[src/rtl/i2c_arb_pkg.sv]
// Shared types and widths for the I2C response-load arbiter.
package i2c_arb_pkg;

  localparam int unsigned SEND_W = 17;
  localparam int unsigned DATA_W = 16;
  localparam int unsigned IDX_W  = 3;

  typedef enum logic [1:0] {
    ST_IDLE  = 2'd0,
    ST_LOAD  = 2'd1,
    ST_ARMED = 2'd2,
    ST_XFER  = 2'd3
  } i2c_arb_st_t;

  // Payload presented to the i2c_sink send-data port.
  typedef struct packed {
    logic              en;
    logic [DATA_W-1:0] data;
  } send_t;

endpackage

[src/rtl/i2c_bus_mon.sv]
// I2C bus observer: synchronizes SCL/SDA, detects START/STOP, tracks bus
// occupancy and counts idle cycles since the last bus event.
module i2c_bus_mon #(
  parameter int unsigned IDLE_CYC = 16
) (
  input  logic clk,
  input  logic rst,
  input  logic scl_i,
  input  logic sda_i,
  input  logic force_idle_i,
  output logic start_c,
  output logic stop_c,
  output logic bus_active_o,
  output logic gap_full_c
);

  localparam int unsigned GAP_W = $clog2(IDLE_CYC + 1);

  // bit 1 = SCL, bit 0 = SDA
  logic [1:0]       s1_q, s1_d, s2_q, s2_d, e_q, e_d;
  logic             bus_active_q, bus_active_d;
  logic [GAP_W-1:0] gap_cnt_q, gap_cnt_d;

  // Two-flop synchronizer followed by a one-flop edge register.
  always_comb begin
    s1_d = {scl_i, sda_i};
    s2_d = s1_q;
    e_d  = s2_q;
  end

  assign start_c = s2_q[1] & e_q[1] &  e_q[0] & ~s2_q[0];
  assign stop_c  = s2_q[1] & e_q[1] & ~e_q[0] &  s2_q[0];

  // Bus occupancy and saturating idle-gap counter.
  always_comb begin
    bus_active_d = bus_active_q;
    gap_cnt_d    = gap_cnt_q;
    if (force_idle_i) begin
      bus_active_d = 1'b0;
      gap_cnt_d    = '0;
    end else if (start_c) begin
      bus_active_d = 1'b1;
      gap_cnt_d    = '0;
    end else if (stop_c) begin
      bus_active_d = 1'b0;
      gap_cnt_d    = '0;
    end else if (!bus_active_q && (gap_cnt_q != GAP_W'(IDLE_CYC))) begin
      gap_cnt_d = gap_cnt_q + GAP_W'(1);
    end
  end

  // Monitor registers; synchronizers reset to the idle bus level.
  always_ff @(posedge clk or posedge rst) begin
    if (rst) begin
      s1_q         <= 2'b11;
      s2_q         <= 2'b11;
      e_q          <= 2'b11;
      bus_active_q <= 1'b0;
      gap_cnt_q    <= '0;
    end else begin
      s1_q         <= s1_d;
      s2_q         <= s2_d;
      e_q          <= e_d;
      bus_active_q <= bus_active_d;
      gap_cnt_q    <= gap_cnt_d;
    end
  end

  assign bus_active_o = bus_active_q;
  assign gap_full_c   = (gap_cnt_q == GAP_W'(IDLE_CYC));

endmodule

[src/rtl/i2c_resp_arbiter.sv]
// Round-robin arbiter sharing the i2c_sink response-load port: loads at most
// one word per I2C transaction, only after the bus has been idle long enough.
// Optional transaction timeout enabled by defining I2C_ARB_TIMEOUT_EN.
module i2c_resp_arbiter
  import i2c_arb_pkg::*;
#(
  parameter int unsigned N_REQ       = 4,
  parameter int unsigned IDLE_CYC    = 16,
  parameter int unsigned TIMEOUT_CYC = 65535
) (
  input  logic                    clk,
  input  logic                    rst,
  input  logic [N_REQ-1:0]        req_valid_i,
  input  logic [N_REQ*DATA_W-1:0] req_data_i,
  output logic [N_REQ-1:0]        req_ready_o,
  input  logic                    scl_i,
  input  logic                    sda_i,
  output logic [SEND_W-1:0]       send_o,
  output logic [IDX_W-1:0]        grant_idx_o,
  output logic                    busy_o,
  output logic                    timeout_o
);

  i2c_arb_st_t       state_q, state_d;
  send_t             send_q, send_d;
  logic [N_REQ-1:0]  ready_q, ready_d, win_oh_c;
  logic [IDX_W-1:0]  grant_q, grant_d, win_idx_c;
  logic [DATA_W-1:0] win_data_c;
  logic              busy_q, busy_d, timeout_q, timeout_d;
  logic              win_found_c, load_ok_c, to_hit_c;
  logic              start_c, stop_c, bus_active_c, gap_full_c;
  int unsigned       dist_c, best_c;

  i2c_bus_mon #(
    .IDLE_CYC(IDLE_CYC)
  ) u_bus_mon (
    .clk         (clk),
    .rst         (rst),
    .scl_i       (scl_i),
    .sda_i       (sda_i),
    .force_idle_i(to_hit_c),
    .start_c     (start_c),
    .stop_c      (stop_c),
    .bus_active_o(bus_active_c),
    .gap_full_c  (gap_full_c)
  );

  // Round-robin pick: smallest rotated distance from (last+1) among valid requesters.
  always_comb begin
    win_found_c = 1'b0;
    win_idx_c   = '0;
    win_oh_c    = '0;
    win_data_c  = '0;
    dist_c      = 0;
    best_c      = N_REQ;
    for (int unsigned j = 0; j < N_REQ; j++) begin
      dist_c = (j + N_REQ - 1 - 32'(grant_q)) % N_REQ;
      if (req_valid_i[j] && (dist_c < best_c)) begin
        best_c      = dist_c;
        win_found_c = 1'b1;
        win_idx_c   = IDX_W'(j);
        win_oh_c    = '0;
        win_oh_c[j] = 1'b1;
        win_data_c  = req_data_i[j*DATA_W +: DATA_W];
      end
    end
  end

  // A START seen in the same cycle also blocks the load.
  assign load_ok_c = (state_q == ST_IDLE) && !bus_active_c && gap_full_c &&
                     !start_c && win_found_c;

`ifdef I2C_ARB_TIMEOUT_EN
  localparam int unsigned TO_W = $clog2(TIMEOUT_CYC + 1);
  logic [TO_W-1:0] to_cnt_q, to_cnt_d;

  // Cycles spent in the current transfer.
  always_comb begin
    to_cnt_d = '0;
    if (state_q == ST_XFER) to_cnt_d = to_cnt_q + TO_W'(1);
  end

  assign to_hit_c = (state_q == ST_XFER) && !stop_c &&
                    (to_cnt_q == TO_W'(TIMEOUT_CYC - 1));

  // Transfer timeout counter register.
  always_ff @(posedge clk or posedge rst) begin
    if (rst) to_cnt_q <= '0;
    else     to_cnt_q <= to_cnt_d;
  end
`else
  assign to_hit_c = 1'b0;
`endif

  // FSM state register.
  always_ff @(posedge clk or posedge rst) begin
    if (rst) state_q <= ST_IDLE;
    else     state_q <= state_d;
  end

  // FSM next-state logic.
  always_comb begin
    state_d = state_q;
    case (state_q)
      ST_IDLE:  if (load_ok_c) state_d = ST_LOAD;
      ST_LOAD:  state_d = start_c ? ST_XFER : ST_ARMED;
      ST_ARMED: if (start_c) state_d = ST_XFER;
      ST_XFER:  if (stop_c || to_hit_c) state_d = ST_IDLE;
      default:  state_d = ST_IDLE;
    endcase
  end

  // FSM outputs, computed one cycle ahead so they register alongside the state.
  always_comb begin
    send_d    = '{en: 1'b0, data: send_q.data};
    ready_d   = '0;
    grant_d   = grant_q;
    busy_d    = (state_d != ST_IDLE);
    timeout_d = to_hit_c;
    if (load_ok_c) begin
      send_d  = '{en: 1'b1, data: win_data_c};
      ready_d = win_oh_c;
      grant_d = win_idx_c;
    end
  end

  // Output registers; grant_q doubles as the round-robin pointer.
  always_ff @(posedge clk or posedge rst) begin
    if (rst) begin
      send_q    <= '0;
      ready_q   <= '0;
      grant_q   <= IDX_W'(N_REQ - 1);
      busy_q    <= 1'b0;
      timeout_q <= 1'b0;
    end else begin
      send_q    <= send_d;
      ready_q   <= ready_d;
      grant_q   <= grant_d;
      busy_q    <= busy_d;
      timeout_q <= timeout_d;
    end
  end

  assign send_o      = send_q;
  assign req_ready_o = ready_q;
  assign grant_idx_o = grant_q;
  assign busy_o      = busy_q;
  assign timeout_o   = timeout_q;

endmodule

[config.mk]
export PLATFORM = sky130hd
export DESIGN_NAME = i2c_resp_arbiter
export DESIGN_NICKNAME = d
export VERILOG_FILES = /design/src/rtl/i2c_arb_pkg.sv /design/src/rtl/i2c_bus_mon.sv /design/src/rtl/i2c_resp_arbiter.sv
export SDC_FILE = /design/constraint.sdc
export NUM_CORES = 1
export LEC_CHECK = 0
export ABC_AREA = 1
export CAP_MARGIN = 20
export CORE_ASPECT_RATIO = 1.25
export CORE_UTILIZATION = 41
export CTS_CLUSTER_SIZE = 28
export DETAILED_ROUTE_END_ITERATION = 7
export PLACE_DENSITY_LB_ADDON = 0.08
export SETUP_SLACK_MARGIN = 0.02
export SYNTH_ARGS = -nofsm -noshare
export SYNTH_HDL_FRONTEND = slang
export SYNTH_SLANG_ARGS = --single-unit
export TNS_END_PERCENT = 1
[constraint.sdc]
create_clock -name clk -period 3.96 [get_ports clk]
set_clock_uncertainty 0.05 [all_clocks]
set_input_delay 0.792 -clock clk [delete_from_list [all_inputs] [get_ports clk]]
set_output_delay 0.792 -clock clk [all_outputs]
set_load 0.03 [all_outputs]
=== Word-level counts from Yosys, hierarchy flattened ===
Index checks and enable logic that the tools add are counted.

* Input port bits: 72
* Output and inout port bits: 26
* Word-level logic and storage cells: 77
* Register bits: 39

* Order comparisons: 4
* Add/sub/neg operators: 5
* Equal/unequal tests: 5
* Reduce and logical (&&, ||, !) cells: 15
* Multiplexer cells: 30
* Bitwise operators: 7

{| class="wikitable"
|+ Operators with widths
! operator !! count
|-
| 2-bit by 32-bit less-than comparator with 1-bit output || 3
|-
| 16-bit 2-to-1 mux || 4
|-
| 32-bit 2-to-1 mux || 2
|-
| 17-bit 2-to-1 mux || 1
|-
| 5-bit 2-to-1 mux || 3
|-
| 4-bit 2-to-1 mux || 3
|-
| 1-bit logical AND || 9
|-
| 1-bit 2-to-1 mux || 9
|-
| 3-bit 2-to-1 mux || 3
|-
| 2-bit 2-to-1 mux || 4
|-
| 2-bit one-hot mux with 4 select lines || 1
|-
| 5-bit by 1-bit adder with 5-bit output, second input constant || 1
|-
| 1-bit AND || 5
|-
| 5-bit equality test, second input constant || 1
|-
| 5-bit inequality test, second input constant || 1
|-
| 2-bit equality test, second input constant || 2
|-
| 2-bit nonzero test || 2
|-
| 1-bit by 2-bit subtractor with 2-bit output, first input constant || 2
|-
| 2-bit subtractor, first input constant || 2
|-
| 2-bit by 3-bit less-than comparator with 1-bit output, second input constant || 1
|-
| 3-bit nonzero test || 1
|-
| 2-bit by 1-bit equality test with 1-bit output, second input constant || 1
|-
| 1-bit logical NOT || 2
|-
| 2-bit logical NOT || 1
|-
| 1-bit inverter || 2
|}

=== Longest topological paths before layout ===
* Word-level depth: 17
* Mapped depth: 25
* Gate-level depth less buffers: 24

=== Modules after synthesis ===
From an unflattened synthesis, not the netlist that was laid out.

* Cell total of the unflattened synthesis: 303
* Area, all modules: 2239.6 um^2

{| class="wikitable"
|+ By module, submodules not included
! module !! cells each !! sequential area each (um^2) !! times used !! area each (um^2)
|-
| i2c_resp_arbiter || 237 || 653.1 || 1 || 1656.6
|-
| i2c_bus_mon || 66 || 307.8 || 1 || 583.1
|}

=== Worst setup path before layout ===
Ideal clock, no wire load.

* Path type: input to register
* From: in req_valid_i[0]
* To: reg send_q (netlist bit send_o[10])
* Data required time: 3.785 ns
* Stages on the path: 23
* Setup time: 0.125 ns
* Path slack: 0.480 ns
* Arrival time: 3.305 ns
* Buffers on the path: 1
* Path through: inv_1 > or2_2 > ha_1 > nand2_1 > nand2_1 > nand2_1 > nand2_1 > o21ai_0 > ha_1 > nand2_1 > nand2_1 > nand2_1 > nand2_2 > nand2_1 > o21ai_0 > ha_1 > nand2_1 > nand2_1 > nand2_4 > nand2_2 > buf_4 > nand3_1 > nand3_1

* Longest elaborated chain between the ends: 12
* Elaborated cells between the ends (all ways): 19
* Classes of those cells: order compare (3); mux (11); reduce/logical (5)

{| class="wikitable"
|+ Ends and longest elaborated chain
! what !! RTL line !! source
|-
| from (decl) || i2c_resp_arbiter.sv:13 || <nowiki>input logic [N_REQ-1:0] req_valid_i,</nowiki>
|-
| 1-bit logical AND (*) || i2c_resp_arbiter.sv:58 || <nowiki>if (req_valid_i[j] && (dist_c < best_c)) begin</nowiki>
|-
| 3-bit 2-to-1 mux || i2c_resp_arbiter.sv:58 ||
|-
| 2-bit by 32-bit less-than comparator with 1-bit output || i2c_resp_arbiter.sv:58 ||
|-
| 1-bit logical AND || i2c_resp_arbiter.sv:58 ||
|-
| 32-bit 2-to-1 mux || i2c_resp_arbiter.sv:58 ||
|-
| 2-bit by 32-bit less-than comparator with 1-bit output || i2c_resp_arbiter.sv:58 ||
|-
| 1-bit logical AND || i2c_resp_arbiter.sv:58 ||
|-
| 32-bit 2-to-1 mux || i2c_resp_arbiter.sv:58 ||
|-
| 2-bit by 32-bit less-than comparator with 1-bit output || i2c_resp_arbiter.sv:58 ||
|-
| 1-bit logical AND || i2c_resp_arbiter.sv:58 ||
|-
| 1-bit 2-to-1 mux || i2c_resp_arbiter.sv:58 ||
|-
| 1-bit logical AND || i2c_resp_arbiter.sv:71 || <nowiki>!start_c && win_found_c;</nowiki>
|-
| to (signal assigned) || i2c_resp_arbiter.sv:136 || <nowiki>send_q <= send_d;</nowiki>
|-
| to (decl) || i2c_resp_arbiter.sv:25 || <nowiki>send_t send_q, send_d;</nowiki>
|}

Mark *: on every way between the ends. The rest lies on a longest branch, timed or not.
A chain may end at the register's enable or synchronous reset.

=== Worst setup path in the final report ===
Same ends and word-level chain as after synthesis.

==> impl_metrics.json <==
{
  "outcome": "complete, no violations",
  "syn_avg_cell_area_um2": 7.592,
  "synth_edf_count": 0,
  "worstHoldEndpoint": "u_bus_mon.e_d[0]$_DFF_PP1_",
  "dp_cells": 433,
  "finalWeightedCongestion": 0.8031,
  "end_kind": "flop",
  "met3_length_um": 362,
  "yosysMostFrequentCell": "nand2_1",
  "post-cts-setup-buffer-count": 0,
  "dp_hpwl_mm": 4.382,
  "rr_endpoint": "send_o[10]$_DFFE_PP0P_",
  "grt_antenna_before_repair": 0,
  "cts_max_level": 2,
  "synth_top_area_share": 0.3531,
  "port_buffers": 95,
  "grt_pass1_vias": 2200,
  "hold_viol": 0,
  "dieHeight_um": 82.51,
  "critical_path_class": "in2reg",
  "tns_ps": 0,
  "r2r-start": "grant_idx_o[1]$_DFFE_PP1P_",
  "crit_path_max_fanout": 9,
  "die_w_um": 66.41,
  "drc": 0,
  "critical_path_arrival_ps": 3750,
  "maxCapViolations": 0,
  "p_leak_nw": 1.488,
  "post-route-util": 0.6706,
  "critical_path_required_ps": 4080,
  "cts.repair.resized": 0,
  "synth_cell_types": 26,
  "via_per_inst": 4.984,
  "wl_met1_mm": 2.219,
  "ir_drop_v": 0.0001500,
  "drt_iter0_drc": 67,
  "slowest_stage": "clkdlybuf4s50_1",
  "synth_seq_cells": 38,
  "final_max_slew_viol_count": 0,
  "worst_r2r_path_depth": 24,
  "period_needed_ps": 3631,
  "dr_wl_met2_mm": 3.064,
  "cts_tree": "yes",
  "clk_latency_ps": 300,
  "ios": 98,
  "overflow": 0,
  "grt_first_pass_wirelength_mm": 9.542,
  "root_buffer": "clkbuf_8",
  "area_delta_synth_final_pct": 53.62,
  "synth_area_um2": 2126,
  "top_layer": "met4",
  "hp-class": "reg2reg",
  "grt_setup_unrepaired": "false",
  "setup_violations": 0,
  "cp.depth": 25,
  "finalCritPeriodShare": 0.9170,
  "nNetsFinal": 457,
  "cts_made_buffers": 5,
  "grt.total_usage": 0.2313,
  "max_stage_delay_ps": 470,
  "fp.coreArea_um2": 4870,
  "syn_inst": 280,
  "seq_area_frac_synth": 0.4520,
  "fmax_mhz": 275.4,
  "layoutNonFillerInstCount": 441,
  "max_slew_margin": 0.4998,
  "antenna_cells": 0,
  "holdPathStages": 0,
  "yosysWarnings": 0,
  "crit_buf_inv": 3,
  "routed-via-count": 2198,
  "clkSlewWorstSetupHoldPaths_ps": 70,
  "synth_flop_cell": "dfrtp_1",
  "tightest_slew_ps": 749.4,
  "ant_nets": 0,
  "first_pass_iters": 4,
  "worst_path_most_repeated_cell": "nand2_1",
  "worst_setup_path_start_kind": "primary input",
  "wl_mm": 5.751,
  "yosys.area.top_type": "dfrtp_1",
  "cts_hold_buf": 0,
  "clockBufferDepth": 2,
  "regToRegSetupSlack_ps": 730,
  "die_area_um2": 5479,
  "start_util": 0.4365,
  "synthTopCellsByCount": "nand2_1 (95), nand3_1 (52), dfrtp_1 (30)",
  "async_flop_share": 1.000,
  "wl_per_cell_um": 13.04,
  "total_power_mw": 1.317,
  "grt_max_degree": 24,
  "drive_gt1_frac": 0.1024,
  "worstHoldStart": "u_bus_mon.s1_q[0]$_DFF_PP1_",
  "rows": 28,
  "synth_area_leaders": "dfrtp_1 (35%), nand2_1 (17%), nand3_1 (12%)",
  "critPathTopFamily": "simple AND/OR/NAND/NOR gates",
  "power_density_nw_per_um2": 403.3,
  "cts_num_sinks": 38
}
==> logic make-up (layout without fill, tap and decap cells) <==
family,Yosys count,in the layout,share of synthesized area
adder cells (fa/ha/maj),5,5,0.02943
buffers and inverters,37,137,0.08357
flip-flops,38,38,0.4520
other,1,2,0.001764
XOR/XNOR,1,1,0.004121
AO/OA/AOI/OAI,14,14,0.03414
AND/OR/NAND/NOR,184,184,0.3949
==> worst reg2reg max path, delay by kind of cell (launching register included) <==
kind / cells / cell delay (ps)
AOI/OAI and AO/OA: 2 / 120
xor gates and xnor gates: 1 / 160
adders and majority gates: 3 / 820
buffers and inverters: 2 / 260
DFF: 1 / 600
and+or+nand+nor: 16 / 1070
==> power by group <==
group          switching, mW  internal, mW
clock                  0.137         0.185
combinational          0.272         0.222
sequential            0.0446         0.456
==> routing by layer <==
| metal | vias up | global-route usage |
|---|---|---|
| li1 | 1112 | - |
| met5 | - | 0 |
| met4 | 0 | 0.07234 |
| met1 | 998 | 0.2563 |
| met3 | 9 | 0.06456 |
| met2 | 79 | 0.4245 |
==> state kept, by name (all words and copies together) (netlist names), 2 cells and up <==
register             cells
u_bus_mon.s1_q           2
u_bus_mon.gap_cnt_q      5
grant_idx_o              2
send_o                  17
u_bus_mon.e_q            2
req_ready_o              4
u_bus_mon.e_d            2
state_q                  2
==> cell type report <==
type	count	area (um2)
Fill cell	453	1604
Timing Repair Buffer	107	1041
Multi-Input combinational cell	206	997.2
Clock inverter	3	40.04
Tap cell	60	75.07
Inverter	22	82.58
Clock buffer	5	68.82
Sequential cell	38	960.9
==> worst max path at each step <==
| stage | from | end | slack, ps |
|---|---|---|---|
| 2_1_floorplan | req_valid_i[0] | send_o[10]$_DFFE_PP0P_ | 480 |
| 3_3_place_gp | req_valid_i[0] | send_o[12]$_DFFE_PP0P_ | -10 |
| 3_5_place_dp | req_valid_i[0] | send_o[3]$_DFFE_PP0P_ | -90 |
| 4_1_cts | req_valid_i[0] | send_o[3]$_DFFE_PP0P_ | 220 |
| 5_1_grt | req_valid_i[0] | send_o[0]$_DFFE_PP0P_ | 40 |
| 6_report | req_valid_i[0] | send_o[10]$_DFFE_PP0P_ | 330 |
==> stage by stage <==
step                setup WS (ps)  instance area (um2)  hold slack, ps
CTS                         217.9                 3259           312.3
detailed placement         -91.89                 3151           301.6
global route                44.65                 3266           314.5
floorplan                   480.5                 2130           295.2
global placement           -10.00                 3151           296.1
finish                      328.8                 3266           309.7
==> cell usage in the layout, fill, tap and decap left out, types with 2 or more instances in the layout <==
| master | synthesis | layout |
|---|---|---|
| clkdlybuf4s50_1 | 0 | 95 |
| nand2_1 | 95 | 94 |
| nand3_1 | 52 | 52 |
| dfrtp_1 | 30 | 30 |
| inv_1 | 21 | 21 |
| nand4_1 | 18 | 18 |
| buf_4 | 3 | 12 |
| nor2_1 | 9 | 9 |
| dfstp_2 | 8 | 8 |
| o21ai_0 | 8 | 6 |
| a21oi_1 | 5 | 5 |
| ha_1 | 5 | 5 |
| clkbuf_8 | 0 | 5 |
| nand2_2 | 2 | 3 |
| or2_2 | 2 | 2 |
| nor2_4 | 2 | 2 |
| conb_1 | 1 | 2 |
| clkinv_2 | 0 | 2 |
No activity file was read; power rests on OpenSTA's default activity.
